[config.mk]
export PLATFORM = sky130hd
export DESIGN_NAME = memory_arbiter
export DESIGN_NICKNAME = d
export VERILOG_FILES = /design/src/rtl/memory_arbiter.sv
export SDC_FILE = /design/constraint.sdc
export NUM_CORES = 1
export LEC_CHECK = 0
export CAP_MARGIN = 15
export CORE_MARGIN = 10
export CORE_UTILIZATION = 45
export CTS_BUF_LIST = sky130_fd_sc_hd__clkbuf_16
export DETAILED_ROUTE_END_ITERATION = 7
export PLACE_DENSITY = 0.85
export SLEW_MARGIN = 30
export SYNTH_ARGS = -nofsm -noshare
export SYNTH_HDL_FRONTEND = slang
export SYNTH_SLANG_ARGS = --single-unit
[constraint.sdc]
create_clock -name clock -period 3.3 [get_ports clock]
set_clock_uncertainty 0.2 [all_clocks]
set_input_delay 0.495 -clock clock [delete_from_list [all_inputs] [get_ports clock]]
set_output_delay 0.495 -clock clock [all_outputs]
set_load 0.05 [all_outputs]
[src/rtl/memory_arbiter.sv]
// memory_arbiter: shares one single-port synchronous memory between an
// instruction-fetch port and a load/store port. Each access takes three
// cycles (IDLE -> ISSUE -> CAPTURE). On contention the two requesters
// alternate, so neither can be starved.
module memory_arbiter #(
    parameter int ADDR_WIDTH = 8,
    parameter int DATA_WIDTH = 16
) (
    input  logic                  clock,
    input  logic                  reset,
    // instruction-fetch port
    input  logic                  fetchReq,
    input  logic [ADDR_WIDTH-1:0] fetchAddress,
    output logic                  fetchReady,
    output logic [DATA_WIDTH-1:0] fetchData,
    // load/store port
    input  logic                  dataReq,
    input  logic                  dataWrite,
    input  logic [ADDR_WIDTH-1:0] dataAddress,
    input  logic [DATA_WIDTH-1:0] dataWriteData,
    output logic                  dataReady,
    output logic [DATA_WIDTH-1:0] dataReadData,
    // memory side
    output logic                  memEnable,
    output logic                  memWriteEnable,
    output logic [ADDR_WIDTH-1:0] memAddress,
    output logic [DATA_WIDTH-1:0] memWriteData,
    input  logic [DATA_WIDTH-1:0] memReadData,
    // status
    output logic                  busy
);

    typedef enum logic [1:0] {
        IDLE    = 2'd0,
        ISSUE   = 2'd1,
        CAPTURE = 2'd2
    } state_t;

    // Requester identifiers, used for both the current grant and lastGrant.
    localparam logic GRANT_FETCH = 1'b0;
    localparam logic GRANT_DATA  = 1'b1;

    state_t state;
    logic   lastGrant;    // requester granted most recently
    logic   grantData;    // current access belongs to the data port
    logic   grantWrite;   // current access is a store
    logic   anyReq;
    logic   pickData;

    // Winner selection: a lone requester always wins; on contention the
    // requester that was not granted last wins. dataWrite is ignored here,
    // so it has no effect while dataReq is low.
    always_comb begin
        anyReq   = fetchReq | dataReq;
        pickData = dataReq & (~fetchReq | (lastGrant == GRANT_FETCH));
    end

    // Access sequencer: every output is a register updated here, and
    // reset takes priority over any request seen in the same cycle.
    always_ff @(posedge clock) begin
        if (reset) begin
            state          <= IDLE;
            lastGrant      <= GRANT_DATA;
            grantData      <= GRANT_FETCH;
            grantWrite     <= 1'b0;
            busy           <= 1'b0;
            memEnable      <= 1'b0;
            memWriteEnable <= 1'b0;
            memAddress     <= '0;
            memWriteData   <= '0;
            fetchReady     <= 1'b0;
            fetchData      <= '0;
            dataReady      <= 1'b0;
            dataReadData   <= '0;
        end else begin
            // Ready outputs are single-cycle pulses.
            fetchReady <= 1'b0;
            dataReady  <= 1'b0;
            case (state)
                IDLE: begin
                    if (anyReq) begin
                        state      <= ISSUE;
                        busy       <= 1'b1;
                        memEnable  <= 1'b1;
                        grantData  <= pickData;
                        lastGrant  <= pickData;
                        if (pickData) begin
                            memAddress     <= dataAddress;
                            memWriteEnable <= dataWrite;
                            grantWrite     <= dataWrite;
                            if (dataWrite) begin
                                memWriteData <= dataWriteData;
                            end
                        end else begin
                            memAddress     <= fetchAddress;
                            memWriteEnable <= 1'b0;
                            grantWrite     <= 1'b0;
                        end
                    end else begin
                        memEnable      <= 1'b0;
                        memWriteEnable <= 1'b0;
                    end
                end
                ISSUE: begin
                    // Memory performs the access on this edge; the enable
                    // therefore lasts exactly one cycle per grant.
                    state          <= CAPTURE;
                    memEnable      <= 1'b0;
                    memWriteEnable <= 1'b0;
                end
                CAPTURE: begin
                    // Read data became valid after the previous edge.
                    state <= IDLE;
                    busy  <= 1'b0;
                    if (grantData == GRANT_DATA) begin
                        dataReady <= 1'b1;
                        if (!grantWrite) begin
                            dataReadData <= memReadData;
                        end
                    end else begin
                        fetchReady <= 1'b1;
                        fetchData  <= memReadData;
                    end
                end
                default: begin
                    state          <= IDLE;
                    busy           <= 1'b0;
                    memEnable      <= 1'b0;
                    memWriteEnable <= 1'b0;
                end
            endcase
        end
    end

endmodule

==> impl_metrics.ini <==
[cts]
cts_sinks = 66
cts_htree_levels = 3
cts_made_buffers = 9
clockBufferDepth = 2
clkLatencyLatePin_ns = 0.32
ctsHoldBuffers = 0
root_buffer = clkbuf_16
postCtsSetupBuffers = 0
cts_tree = yes
clkTransAtPathRegs_ns = 0.05
cts_resized = 0

[power_and_ir_drop]
p_total_uw = 2040
vdd_drop_max_uv = 344
leakagePower_uw = 0.00141
power.density_nw_per_um2 = 512

[setup_path]
cp_slowest_cell = clkdlybuf4s50_1
end_kind = output pin
crit_type = flip-flop to output pin
startpoint_type = flip-flop
crit_buf_inv = 1
path_delay_family = buffers and inverters
worstPathMaxFanout = 2
cp.arrival_ns = 1.49
required_ns = 2.60
max_stage_delay_ns = 0.84
regToRegEndpoint = dataReadData[13]
r2r_slack_ns = 1.43
startpoint = dataReadData[1]
timing.rr.start = state[0]
r2r_cells = 3
crit_chain = clkdlybuf4s50_1

[worst_hold_path]
hold_end = dataReadData[2]
hold_depth = 2
worstHoldPathType = flip-flop to flip-flop
holdCritStartpoint = dataReadData[2]

[timing]
fin_tns_setup_ns = 0
fin_crit_ns = 2.19
setup_viol = 0
relSlewSlack_pct = 45.6
fmax_ghz = 0.457
fin_crit_sh_pct = 66.4
maxSlewViolCount = 0
tightest_slew_ns = 0.811
grt_setup_unrepaired = no
finalHoldViolCount = 0

[die]
pin_count = 114
die_h_um = 96.3
std_cell_rows = 27
dieArea_um2 = 9280
start_util_pct = 47.0
die_x_um = 96.3
coreArea_um2 = 5570

[logic_synthesis]
netlist_top_cells_area = dfxtp_1, mux2i_1, nand2b_1
synth_cells = 280
synth-main-ff-cell = dfxtp_1
yosysMostFrequentCell = dfxtp_1
synth-async-reset-ratio_pct = 0
synth_edf_count = 0
yosysUniqueCellTypes = 27
synth_area_per_cell_um2 = 9.36
syn_area_um2 = 2620
ys_ff_latch = 66
synth_top_area_share_pct = 50.4
ys_warn_count = 0
synth_nets = 333
ys_seq_area_share_pct = 50.4
synth_top_area_cell = dfxtp_1
netlist_top_cells_count = dfxtp_1, nand2_1, nand2b_1, mux2i_1, a21oi_1

[global_routing]
grt_overflow_total = 0
grt_use_total_pct = 15.6
grt_pass1_wl_um = 11300
grt_max_degree = 57
antenna_found_initial = 0
grt_pass1_vias = 2307

[flow_run]
cap_violations = 0

[layout]
design_area_um2 = 3980
fin_util_pct = 71.5
n_antenna_cell = 0
multi_input_comb_area_um2 = 1170
fillers = 445
area_growth_pct = 52.0
instances_no_fill = 462
layout.area.seq_um2 = 1320
nets = 439
drive_gt1_share_pct = 6.92

[place]
place.port_buffers = 113
placed_area_um2 = 3720
dp_cells = 447
post-dp-hpwl_um = 5450
gp_congestion = 0.754

[route]
post_drt_wl_per_cell_um = 16.1
drt-vias-per-instance = 4.95
wl_um = 7420
ant_nets = 0
num_vias = 2289
post-route-drc-count = 0
drt_iter0_drc = 79
drt-pass1-iter-count = 4

[outcome]
outcome = finished, final reports clean
## sequential cells by signal, indices dropped and copies added (netlist names)
signal,cells
state,2
memWriteEnable,1
lastGrant,1
grantWrite,1
dataReadData,16
memWriteData,16
fetchData,16
memEnable,1
busy,1
dataReady,1
fetchReady,1
grantData,1
memAddress,8
## worst max path at each step
stage | end | slack [ns] | depth (start not counted)
after floorplan | state[1] | 1.77 | 4
after global placement | memAddress[0] | 1.21 | 4
after CTS | dataReadData[1] | 1.10 | 1
after global routing | dataReadData[5] | 1.06 | 1
final | dataReadData[1] | 1.11 | 1
after detailed placement | memAddress[2] | 1.11 | 4
## per-stage QoR
step | hold WS, ns | setup WS [ns]
CTS | 0.254 | 1.10
floorplan | 0.251 | 1.77
finish | 0.253 | 1.11
global route | 0.271 | 1.06
global placement | 0.241 | 1.21
detailed placement | 0.247 | 1.11
## kinds of logic after synthesis
kind of cell           synth area share [%]
AO/OA/AOI/OAI                          9.88
AND/OR/NAND/NOR                        22.3
flip-flops                             50.4
multiplexers                           12.2
buffers and inverters                  5.16
## power breakdown
part	switching, uW	total, uW	internal (uW)
Clock	329	826	497
Combinational	205	358	153
Sequential	22.6	856	833
## worst min-delay path: cells and delay by family (launching register included)
| family | cells | cell delay [ns] |
|---|---|---|
| flops | 1 | 0.30 |
| compound gates | 1 | 0.05 |
| simple gates | 1 | 0.05 |
## cell type report
cell class / instances / share of cell area (%)
sequential: 66 / 33.2
multi-input combinational: 194 / 29.4
timing repair buffer: 115 / 28.6
clock buffer: 9 / 5.65
tap: 72 / 2.26
clock inverter: 6 / 0.879
## metal layers
layer,GRT usage (%),wire length (um),vias up
met5,0,0,-
met4,6.17,58,0
met3,4.67,540,7
met2,26.7,3730,64
met1,17.8,3100,1071
li1,-,-,1147
## layout by cell type (no fill, tap or decap)
cell type        netlist  layout
a21bo_2                1       1
a21boi_2               1       1
a21oi_1               30      30
a311oi_1               8       8
and4_4                 1       1
and4bb_2               1       1
buf_2                  5       1
buf_4                  1       2
clkbuf_16              0       9
clkdlybuf4s50_1        0     112
clkinv_1               0       1
clkinv_2               0       3
clkinv_4               0       1
clkinvlp_4             0       1
dfxtp_1               66      66
mux2i_1               32      32
nand2_1               53      53
nand2_2                1       1
nand2b_1              33      33
nand4_1                1       1
nand4bb_1              1       1
nor2_1                20      20
nor2_2                 2       2
nor2b_1                2       2
nor3b_1                1       1
nor3b_4                0       1
o21ai_0                2       2
o21bai_1               1       1
or2_2                  2       2
No activity file was read; power rests on OpenSTA's default activity.
